$ cat src/rtl/vme_pkg.sv
// -----------------------------------------------------------------------------
// vme_pkg
//   Shared types and constants for the VME read-path arbiter and its
//   in-flight burst tracker.
//
//   Contents:
//     ADDR_W / LEN_W / TAG_W / DATA_W  widths of the VME read channels
//     DEF_MAX_OUTSTANDING              default depth of the in-flight FIFO
//     client_id_t                      1-bit client index (0 = input loader,
//                                      1 = weight loader)
//     rd_cmd_t                         read command {addr, len, tag}
//     rd_data_t                        read data beat {data, tag}
//     inflight_t                       in-flight burst record {id, len}
//     arb_state_t                      command grant state (open / held)
// -----------------------------------------------------------------------------
package vme_pkg;

   localparam int ADDR_W              = 32;
   localparam int LEN_W               = 8;   // len = beats - 1
   localparam int TAG_W               = 21;
   localparam int DATA_W              = 64;
   localparam int DEF_MAX_OUTSTANDING = 4;

   typedef logic [0:0] client_id_t;

   localparam client_id_t CLIENT_INP = 1'b0;   // input-tensor loader
   localparam client_id_t CLIENT_WGT = 1'b1;   // weight loader

   typedef struct packed {
      logic [ADDR_W-1:0] addr;
      logic [LEN_W-1:0]  len;
      logic [TAG_W-1:0]  tag;
   } rd_cmd_t;

   typedef struct packed {
      logic [DATA_W-1:0] data;
      logic [TAG_W-1:0]  tag;
   } rd_data_t;

   // One entry per accepted burst: who asked for it and how many beats
   // (minus one) it will return.
   typedef struct packed {
      client_id_t       id;
      logic [LEN_W-1:0] len;
   } inflight_t;

   // ARB_HELD: a command was presented to memory but not yet taken, so the
   // grant must not move until the handshake completes.
   typedef enum logic {
      ARB_OPEN = 1'b0,
      ARB_HELD = 1'b1
   } arb_state_t;

   function automatic client_id_t otherClient(input client_id_t id);
      return ~id;
   endfunction

endpackage

$ cat src/rtl/inflight_fifo.sv
// -----------------------------------------------------------------------------
// inflight_fifo
//   Synchronous FIFO of in-flight burst records {client id, len}, kept in
//   command-acceptance order so returned beats can be steered to the client
//   that issued them.
//
//   Ports:
//     clock      in   rising-edge clock
//     reset      in   asynchronous active-low reset (empties the FIFO)
//     push       in   write pushEntry (ignored while full)
//     pushEntry  in   record to write
//     pop        in   drop the head record (ignored while empty)
//     full       out  DEPTH records held
//     empty      out  no records held
//     head       out  oldest record, valid whenever !empty
//
//   Pointers carry one extra wrap bit: equal pointers mean empty, equal
//   index bits with differing wrap bits mean full.
// -----------------------------------------------------------------------------
module inflight_fifo
   import vme_pkg::*;
#(
   parameter int DEPTH = DEF_MAX_OUTSTANDING
) (
   input  logic      clock,
   input  logic      reset,
   input  logic      push,
   input  inflight_t pushEntry,
   input  logic      pop,
   output logic      full,
   output logic      empty,
   output inflight_t head
);

   localparam int AW = $clog2(DEPTH);
   localparam logic [AW:0] PTR_ONE = 1;

   logic [AW:0] wrPtr;
   logic [AW:0] rdPtr;
   logic        doPush;
   logic        doPop;

   // Tiny storage read asynchronously: the head has to steer the very beat
   // that is on the memory port this cycle.
   inflight_t store [DEPTH];

   assign empty  = (wrPtr == rdPtr);
   assign full   = (wrPtr[AW] != rdPtr[AW]) && (wrPtr[AW-1:0] == rdPtr[AW-1:0]);
   assign doPush = push & ~full;
   assign doPop  = pop & ~empty;

   always_ff @(posedge clock or negedge reset) begin
      if (!reset) begin
         wrPtr <= '0;
         rdPtr <= '0;
      end else begin
         if (doPush) begin
            wrPtr <= wrPtr + PTR_ONE;
         end
         if (doPop) begin
            rdPtr <= rdPtr + PTR_ONE;
         end
      end
   end

   always_ff @(posedge clock) begin
      if (doPush) begin
         store[wrPtr[AW-1:0]] <= pushEntry;
      end
   end

   assign head = store[rdPtr[AW-1:0]];

endmodule

$ cat src/rtl/vme_rd_arbiter.sv
// -----------------------------------------------------------------------------
// vme_rd_arbiter
//   Shares one memory-side VME read port between two tensor loaders
//   (client 0 = input loader, client 1 = weight loader).
//
//   Command side: round-robin grant, combinational forward of the granted
//   client's {addr, len, tag}. Once a command is shown to memory without
//   being accepted the grant is frozen until it is taken. Each accepted
//   command records {client, len} in an in-order in-flight FIFO.
//
//   Data side: the FIFO head decides which client sees io_mem_rd_data_*.
//   A beat counter finds the last beat of the head burst and pops it.
//   Beats arriving with nothing in flight are swallowed and flag io_err.
//
//   Ports:
//     clock, reset                      clock / async active-low reset
//     io_client_{0,1}_rd_cmd_*          client command channels (valid/ready)
//     io_client_{0,1}_rd_data_*         client data channels (valid/ready)
//     io_mem_rd_cmd_*                   memory command channel
//     io_mem_rd_data_*                  memory data channel
//     io_busy                           at least one burst in flight
//     io_err                            sticky: stray beat seen
// -----------------------------------------------------------------------------
module vme_rd_arbiter
   import vme_pkg::*;
#(
   parameter int MAX_OUTSTANDING = DEF_MAX_OUTSTANDING
) (
   input  logic              clock,
   input  logic              reset,

   input  logic              io_client_0_rd_cmd_valid,
   output logic              io_client_0_rd_cmd_ready,
   input  logic [ADDR_W-1:0] io_client_0_rd_cmd_bits_addr,
   input  logic [LEN_W-1:0]  io_client_0_rd_cmd_bits_len,
   input  logic [TAG_W-1:0]  io_client_0_rd_cmd_bits_tag,
   output logic              io_client_0_rd_data_valid,
   input  logic              io_client_0_rd_data_ready,
   output logic [DATA_W-1:0] io_client_0_rd_data_bits_data,
   output logic [TAG_W-1:0]  io_client_0_rd_data_bits_tag,

   input  logic              io_client_1_rd_cmd_valid,
   output logic              io_client_1_rd_cmd_ready,
   input  logic [ADDR_W-1:0] io_client_1_rd_cmd_bits_addr,
   input  logic [LEN_W-1:0]  io_client_1_rd_cmd_bits_len,
   input  logic [TAG_W-1:0]  io_client_1_rd_cmd_bits_tag,
   output logic              io_client_1_rd_data_valid,
   input  logic              io_client_1_rd_data_ready,
   output logic [DATA_W-1:0] io_client_1_rd_data_bits_data,
   output logic [TAG_W-1:0]  io_client_1_rd_data_bits_tag,

   output logic              io_mem_rd_cmd_valid,
   input  logic              io_mem_rd_cmd_ready,
   output logic [ADDR_W-1:0] io_mem_rd_cmd_bits_addr,
   output logic [LEN_W-1:0]  io_mem_rd_cmd_bits_len,
   output logic [TAG_W-1:0]  io_mem_rd_cmd_bits_tag,
   input  logic              io_mem_rd_data_valid,
   output logic              io_mem_rd_data_ready,
   input  logic [DATA_W-1:0] io_mem_rd_data_bits_data,
   input  logic [TAG_W-1:0]  io_mem_rd_data_bits_tag,

   output logic              io_busy,
   output logic              io_err
);

   localparam logic [LEN_W-1:0] BEAT_ONE = 1;

   // While reset is held low every valid/ready output is forced low, even if
   // the neighbours are still driving their own handshake inputs.
   logic outEn;
   assign outEn = reset;

   // ---------------------------------------------------------------------
   // Client channels gathered into indexable vectors
   // ---------------------------------------------------------------------
   logic [1:0] cmdValidVec;
   logic [1:0] cmdReadyVec;
   logic [1:0] dataValidVec;
   logic [1:0] dataReadyVec;
   rd_cmd_t    cmdVec [2];
   rd_data_t   memBeat;

   assign cmdValidVec  = {io_client_1_rd_cmd_valid, io_client_0_rd_cmd_valid};
   assign dataReadyVec = {io_client_1_rd_data_ready, io_client_0_rd_data_ready};
   assign cmdVec[0]    = {io_client_0_rd_cmd_bits_addr,
                          io_client_0_rd_cmd_bits_len,
                          io_client_0_rd_cmd_bits_tag};
   assign cmdVec[1]    = {io_client_1_rd_cmd_bits_addr,
                          io_client_1_rd_cmd_bits_len,
                          io_client_1_rd_cmd_bits_tag};
   assign memBeat      = {io_mem_rd_data_bits_data, io_mem_rd_data_bits_tag};

   // ---------------------------------------------------------------------
   // Command arbitration
   // ---------------------------------------------------------------------
   arb_state_t arbState;
   arb_state_t arbNext;
   client_id_t rrPtr;      // client favoured when both request
   client_id_t heldId;     // grant frozen while ARB_HELD
   client_id_t grantId;
   logic       memCmdValid;
   logic       cmdHs;

   logic       fifoFull;
   logic       fifoEmpty;
   inflight_t  head;
   inflight_t  pushEntry;

   always_comb begin : arbComb
      arbNext = arbState;
      grantId = rrPtr;

      if (arbState == ARB_HELD) begin
         grantId = heldId;
      end else if (cmdValidVec == 2'b01) begin
         grantId = CLIENT_INP;
      end else if (cmdValidVec == 2'b10) begin
         grantId = CLIENT_WGT;
      end

      memCmdValid = outEn & cmdValidVec[grantId] & ~fifoFull;
      cmdHs       = memCmdValid & io_mem_rd_cmd_ready;

      // Any command shown but not taken freezes the grant; only the
      // handshake releases it.
      if (cmdHs) begin
         arbNext = ARB_OPEN;
      end else if (memCmdValid) begin
         arbNext = ARB_HELD;
      end
   end

   always_ff @(posedge clock or negedge reset) begin
      if (!reset) begin
         arbState <= ARB_OPEN;
         heldId   <= CLIENT_INP;
         rrPtr    <= CLIENT_INP;
      end else begin
         arbState <= arbNext;
         if (memCmdValid && !io_mem_rd_cmd_ready) begin
            heldId <= grantId;
         end
         if (cmdHs) begin
            rrPtr <= otherClient(grantId);
         end
      end
   end

   // ---------------------------------------------------------------------
   // In-flight burst tracking
   // ---------------------------------------------------------------------
   logic [LEN_W-1:0] beatCnt;
   logic             memDataReady;
   logic             dataHs;
   logic             lastBeat;
   logic             errReg;

   assign pushEntry = '{id: grantId, len: cmdVec[grantId].len};

   inflight_fifo #(
      .DEPTH     (MAX_OUTSTANDING)
   ) uFifo (
      .clock     (clock),
      .reset     (reset),
      .push      (cmdHs),
      .pushEntry (pushEntry),
      .pop       (lastBeat),
      .full      (fifoFull),
      .empty     (fifoEmpty),
      .head      (head)
   );

   // Per-client handshake outputs: command ready only for the granted
   // client on the handshake cycle, data valid only for the head owner.
   generate
      for (genvar gi = 0; gi < 2; gi++) begin : gClient
         assign cmdReadyVec[gi]  = cmdHs & (grantId == client_id_t'(gi));
         assign dataValidVec[gi] = outEn & io_mem_rd_data_valid & ~fifoEmpty
                                   & (head.id == client_id_t'(gi));
      end
   endgenerate

   always_comb begin : dataReadyComb
      memDataReady = 1'b0;
      if (outEn) begin
         if (fifoEmpty) begin
            // Nobody owns this beat: take it so memory is not wedged.
            memDataReady = io_mem_rd_data_valid;
         end else begin
            memDataReady = dataReadyVec[head.id];
         end
      end
   end

   assign dataHs   = io_mem_rd_data_valid & memDataReady & ~fifoEmpty;
   assign lastBeat = dataHs & (beatCnt == head.len);

   always_ff @(posedge clock or negedge reset) begin
      if (!reset) begin
         beatCnt <= '0;
         errReg  <= 1'b0;
      end else begin
         if (lastBeat) begin
            beatCnt <= '0;
         end else if (dataHs) begin
            beatCnt <= beatCnt + BEAT_ONE;
         end
         if (io_mem_rd_data_valid && fifoEmpty) begin
            errReg <= 1'b1;
         end
      end
   end

   // ---------------------------------------------------------------------
   // Outputs
   // ---------------------------------------------------------------------
   assign io_mem_rd_cmd_valid     = memCmdValid;
   assign io_mem_rd_cmd_bits_addr = cmdVec[grantId].addr;
   assign io_mem_rd_cmd_bits_len  = cmdVec[grantId].len;
   assign io_mem_rd_cmd_bits_tag  = cmdVec[grantId].tag;

   assign io_client_0_rd_cmd_ready = cmdReadyVec[0];
   assign io_client_1_rd_cmd_ready = cmdReadyVec[1];

   assign io_client_0_rd_data_valid     = dataValidVec[0];
   assign io_client_1_rd_data_valid     = dataValidVec[1];
   assign io_client_0_rd_data_bits_data = memBeat.data;
   assign io_client_0_rd_data_bits_tag  = memBeat.tag;
   assign io_client_1_rd_data_bits_data = memBeat.data;
   assign io_client_1_rd_data_bits_tag  = memBeat.tag;

   assign io_mem_rd_data_ready = memDataReady;
   assign io_busy              = ~fifoEmpty;
   assign io_err               = errReg;

endmodule

$ cat config.mk
export PLATFORM = sky130hd
export DESIGN_NAME = vme_rd_arbiter
export DESIGN_NICKNAME = d
export VERILOG_FILES = /design/src/rtl/vme_pkg.sv /design/src/rtl/inflight_fifo.sv /design/src/rtl/vme_rd_arbiter.sv
export SDC_FILE = /design/constraint.sdc
export NUM_CORES = 1
export LEC_CHECK = 0
export ABC_AREA = 1
export BUFFER_PORTS_ARGS = -buffer_cell sky130_fd_sc_hd__buf_2
export CAP_MARGIN = 20
export CELL_PAD_IN_SITES_DETAIL_PLACEMENT = 1
export CELL_PAD_IN_SITES_GLOBAL_PLACEMENT = 2
export CORE_AREA = 2 2 176 178
export DETAILED_ROUTE_END_ITERATION = 8
export DIE_AREA = 0 0 178 180
export GPL_TIMING_DRIVEN = 0
export PLACE_DENSITY_LB_ADDON = 0.25
export SYNTH_ARGS = -nofsm -noshare
export SYNTH_HDL_FRONTEND = slang
export SYNTH_SLANG_ARGS = --single-unit
$ cat constraint.sdc
create_clock -name clock -period 3.2 [get_ports clock]
set_clock_uncertainty 0.1 [all_clocks]
set_input_delay 0.16 -clock clock [delete_from_list [all_inputs] [get_ports clock]]
set_output_delay 0.16 -clock clock [all_outputs]
set_load 0.02 [all_outputs]
---- Word-level counts from Yosys, hierarchy flattened ----
Memory sizes are Yosys's and may differ from the RTL's.
Index checks and enable logic that the tools add are counted.
word-level totals
  register bits ........................... 18
  RAM bits ................................ 36
  bits of input ports ..................... 215
  output and inout port bits .............. 239
  word-level logic and storage cells ...... 63
  memories kept ........................... 1
cells by class
  $add $sub $neg .......................... 3
  $lt $le $gt $ge ......................... 3
  equal/unequal tests ..................... 6
  mux-type cells .......................... 18
  bitwise operators ....................... 19
  reductions and logical operators ........ 6
memory list
  memory       depth  width  read ports  clocked after memory_dff  wr ports  RTL line             source
  uFifo.store  4      9      1           0                         1         inflight_fifo.sv:45  inflight_t store [DEPTH];
operator list
  cell                                                                    number
  61-bit 2-to-1 mux                                                       3
  8-bit 2-to-1 mux                                                        2
  1-bit AND                                                               14
  1-bit 2-to-1 mux                                                        13
  8-bit by 1-bit adder with 8-bit output (second input constant)          1
  8-bit equality test                                                     1
  3-bit by 1-bit adder with 3-bit output (second input constant)          2
  1-bit by 2-bit < comparator with 1-bit output (second input constant)   2
  1-bit inverter                                                          4
  2-bit nonzero test                                                      2
  3-bit equality test                                                     1
  1-bit logical AND                                                       3
  2-bit by 1-bit equality test with 1-bit output (second input constant)  1
  2-bit equality test                                                     1
  2-bit equality test (second input constant)                             1
  2-bit greater-or-equal comparator (second input constant)               1
  1-bit inverter with 2-bit output                                        1
  1-bit zero test                                                         1
  1-bit != test                                                           1

---- Logic depth before layout (Yosys ltp) ----
  word-level depth ........................ 12
  gate-level depth with buffers ........... 13
  mapped depth without buffers ............ 12

---- Modules after synthesis ----
A second synthesis with hierarchy kept.
unflattened totals
  cells, all modules ...................... 642
  area total of the unflattened synthesis .. 4694.5 um^2
by module, submodules not included
  module          times used  cells each  area an instance (um^2)  seq. area each (um^2)
  vme_rd_arbiter  1           494         2922.8                   300.3
  inflight_fifo   1           148         1771.7                   1231.2

---- Worst setup path before layout ----
No wires, ideal clock.
  path kind ............................... register -> register
  start point ............................. register rrPtr
  end point ............................... memory uFifo.store[0][0] in the netlist's numbering, enable pin
  setup time .............................. 0.374 ns
  arrival time ............................ 1.594 ns
  required time ........................... 2.726 ns
  setup slack ............................. 1.132 ns
  cell stages (with the launch flop) ...... 8
  buffers on the path ..................... 2
  clock period less this slack ............ 2.068 ns
  cells stage by stage .................... dfrtp_1 o21ai_1 o21ai_1 buf_2 a21oi_2 nand3_1 buf_2 nor2_1
on the way
  longest elaborated chain between the ends .. 11
RTL lines
  item                                                  RTL line               source
  start, declared                                       vme_rd_arbiter.sv:98   client_id_t rrPtr;
  start signal, assigned                                vme_rd_arbiter.sv:144  rrPtr <= otherClient(grantId);
  1-bit 2-to-1 mux                                      vme_rd_arbiter.sv:117  end else if (cmdValidVec == 2'b10) begin
  1-bit 2-to-1 mux                                      vme_rd_arbiter.sv:115  end else if (cmdValidVec == 2'b01) begin
  1-bit 2-to-1 mux                                      vme_rd_arbiter.sv:113  if (arbState == ARB_HELD) begin
  1-bit 2-to-1 mux (implied by the code) (2 in series)  vme_rd_arbiter.sv:121  memCmdValid = outEn & cmdValidVec[grantId] & ~fifoFull;
  1-bit AND (2 in series)                               vme_rd_arbiter.sv:121
  1-bit AND                                             vme_rd_arbiter.sv:122  cmdHs = memCmdValid & io_mem_rd_cmd_ready;
  1-bit AND                                             inflight_fifo.sv:49    assign doPush = push & ~full;
  1-bit 2-to-1 mux                                      inflight_fifo.sv:67    if (doPush) begin
  1-bit 2-to-1 mux (implied by the code)                inflight_fifo.sv:68    store[wrPtr[AW-1:0]] <= pushEntry;
  end, declared                                         inflight_fifo.sv:45
Every way passes these cells. The select of a mux whose other input is x is not followed.

---- Final worst setup path ----
  start point ............................. input reset
  end point ............................... memory uFifo.store[1][3] in the netlist's numbering, enable pin
on the way
  longest elaborated chain between the ends .. 6
RTL lines
  item                                    RTL line               source
  start, declared                         vme_rd_arbiter.sv:30   input logic reset,
  1-bit AND (2 in series)                 vme_rd_arbiter.sv:121
  1-bit AND                               vme_rd_arbiter.sv:122
  1-bit AND                               inflight_fifo.sv:49
  1-bit 2-to-1 mux                        inflight_fifo.sv:67
  1-bit 2-to-1 mux (implied by the code)  inflight_fifo.sv:68
Every way passes these cells.

==> flow_metrics.env <==
export IMPL_syn_area_um2=4730
export IMPL_path_clk_slew_ns=0.07
export IMPL_slew_headroom_pct=35.7
export IMPL_async_flop_share_pct=33.3
export IMPL_ys_flop_type="edfxtp_1"
export IMPL_pre_cts_ws_ns=0.466
export IMPL_placed_cells=1443
export IMPL_worst_pin_slew_ns=0.960
export IMPL_grt_pass1_vias=5666
export IMPL_min_path_cells=3
export IMPL_reg2reg_depth=6
export IMPL_synth_most_common_cell="nand2_1"
export IMPL_row_count=64
export IMPL_min_to="uFifo.wrPtr[0]"
export IMPL_clockBufferDepth=2
export IMPL_grt_ovfl_total=0
export IMPL_slew_viol_final=0
export IMPL_drt_pass1_iterations=4
export IMPL_rrSetupSlack_ns=0.55
export IMPL_die_height_um=180
export IMPL_peakVddDrop_v=0.000239
export IMPL_cts_root_buf="clkbuf_16"
export IMPL_fmax_ghz=0.354
export IMPL_initial_core_util_pct=15.7
export IMPL_final_period_utilization_pct=88.3
export IMPL_yosys_warnings=0
export IMPL_postCtsHoldBufs=1
export IMPL_cts_tree="built"
export IMPL_cp_start_kind="input port"
export IMPL_synthToLayoutAreaGrowth_pct=53.4
export IMPL_powerDensity_nw_per_um2=628
export IMPL_criticalPathCategory="in -> reg"
export IMPL_die_width_um=178
export IMPL_synth_edf_count=36
export IMPL_r2r_start="uFifo.rdPtr[2]"
export IMPL_dr_wl_met2_mm=12.1
export IMPL_synth_cells=679
export IMPL_endpoint_kind="flop"
export IMPL_setup_ws_ns=0.375
export IMPL_cts_buffers=5
export IMPL_fin_nets=1276
export IMPL_clock_sinks=54
export IMPL_insertion_delay_ns=0.29
export IMPL_met1_length_mm=8.41
export IMPL_synth_nets=900
export IMPL_ctsResizeCount=0
export IMPL_postCtsSetupRepairBufs=0
export IMPL_ant_nets=0
export IMPL_r2r_end="uFifo.store[1][3]"
export IMPL_drt_iter0_drc=156
export IMPL_cap_viol_max_count=0
export IMPL_synth_area_leaders="buf_4 27%, nand2_1 24%, edfxtp_1 23%"
export IMPL_cts_htree_levels=2
export IMPL_hold_start="io_mem_rd_cmd_ready"
export IMPL_ys_ff_latch=54
export IMPL_synth_area_leader_cell="buf_4"
export IMPL_gp_congestion=0.759
export IMPL_gr_usage_all_layers_pct=13.6
export IMPL_die_area_um2=32000
export IMPL_hpwl_mm=19.6
export IMPL_drive_gt1_share_pct=53.0
export IMPL_portBuffers=368
export IMPL_vias=5256
export IMPL_setup_viol=0
export IMPL_p_leak_nw=4.20
export IMPL_final_setup_tns_ns=0
export IMPL_cp_required_ns=3.02
export IMPL_nFillCells=3833
export IMPL_min_path_type="in -> reg"
export IMPL_synth_commonest_cells="299 x nand2_1, 173 x buf_4, 46 x nand3_1, 36 x edfxtp_1, 31 x inv_1"
export IMPL_synth_top_cell_area_share_pct=27.4
export IMPL_hold_viol=0
export IMPL_ys_types=27
export IMPL_period_minus_slack_ns=2.82
export IMPL_grt_pass1_wl_mm=33.6
export IMPL_wl_mm=22.2
export IMPL_seq_area_frac_synth_pct=32.3
export IMPL_wl_met3_mm=1.37
export IMPL_worstPathArrival_ns=2.65
export IMPL_viasPerCell=3.61
export IMPL_finalNonFillerCells=1454
export IMPL_grt_antenna_before_repair=2
export IMPL_rsz0062_at_grt="no"
export IMPL_coreArea_um2=30200
export IMPL_top_layer_used="met5"
export IMPL_power_mw=4.56
export IMPL_post_synth_cell_area_avg_um2=6.97
export IMPL_drc=0
export IMPL_wl_per_cell_um=15.3
export IMPL_io_pins=454
export IMPL_status="complete, no violations"
export IMPL_grt_start_max_net_pins=22
export IMPL_cp_max_fo=21
==> placed cells by master (no fill, tap or decap), drive strengths merged <==
cell and instances:
ha 6, diode 2, nand3 46, nand4 3
clkinvlp 1, xnor2 4, nand2 299, nor4 2
nor3 3, or2 1, o21ai 8, dfrtp 18
edfxtp 36, buf 546, inv 34, a21oi 3
clkbuf 16, dlygate4sd3 1, nand3b 1, xor2 3
bufinv 1, a21boi 1, nor2 23
==> worst max-delay path, cell delays in order <==
cell and delay, ns:
dlygate4sd3_1 0.52, buf_2 0.42, o21ai_1 0.20, a21oi_2 0.25, nand3_1 0.13, buf_2 0.21, nor2_1 0.74
==> kinds of logic (layout without fill, tap and decap cells) <==
group	Yosys count	after routing	share of synthesized area, %
compound gates	12	12	1.48
xor+xnor	7	7	1.29
fa+ha+maj	6	6	1.59
buf+inv	222	599	31.4
flops	54	54	32.3
other cells	0	2	0
simple gates	378	378	31.9
==> worst max path at each step <==
stage / end / from / depth (start not counted) / slack [ns]
6_report: uFifo.store[1][3] / reset / 7 / 0.38
5_1_grt: uFifo.store[0][3] / reset / 7 / 0.06
4_1_cts: uFifo.store[1][3] / reset / 7 / 0.24
3_5_place_dp: uFifo.store[1][0] / reset / 6 / 0.47
3_3_place_gp: uFifo.store[1][0] / reset / 6 / 0.45
2_1_floorplan: uFifo.store[0][0] / rrPtr / 7 / 1.13
==> metrics by stage <==
step                      hold WS (ns)  util, %  cell area (um2)
final                           0.0594     24.1             7260
after global routing            0.0832     24.0             7260
after CTS                       0.0531     24.0             7260
after detailed placement        0.0680     23.4             7070
after global placement          0.0679     23.4             7070
after floorplan                 -0.236        -             4730
==> registers in the layout, summed over array words and instances (netlist names) <==
signal and flops:
beatCnt 8, arbState 1, uFifo.wrPtr 3, heldId 1, uFifo.rdPtr 3, io_err 1
uFifo.store 36, rrPtr 1
==> cell type report <==
class | count | area, um2 | share of cell area [%]
Clock inverter | 3 | 48.8 | 0.672
Sequential cell | 54 | 1530 | 21.1
Tap cell | 396 | 495 | 6.82
Inverter | 33 | 124 | 1.71
Antenna cell | 2 | 5.00 | 0.0689
Clock buffer | 5 | 125 | 1.72
Multi-Input combinational cell | 403 | 1720 | 23.6
Timing Repair Buffer | 369 | 1850 | 25.5
Buffer | 189 | 1360 | 18.8
==> report_power, final <==
group	switching, mW	internal (mW)	leakage, nW
clock network	0.268	0.375	0.0820
registers	0.104	0.928	0.545
logic	1.98	0.905	3.57
total	2.35	2.21	4.20
==> per-layer routing <==
metal,vias to the layer above,track usage [%]
met3,15,3.26
met5,-,0
met1,2394,14.8
met2,158,26.2
li1,2687,-
met4,2,2.66
Note: power is estimated with default switching activity, not from simulation.
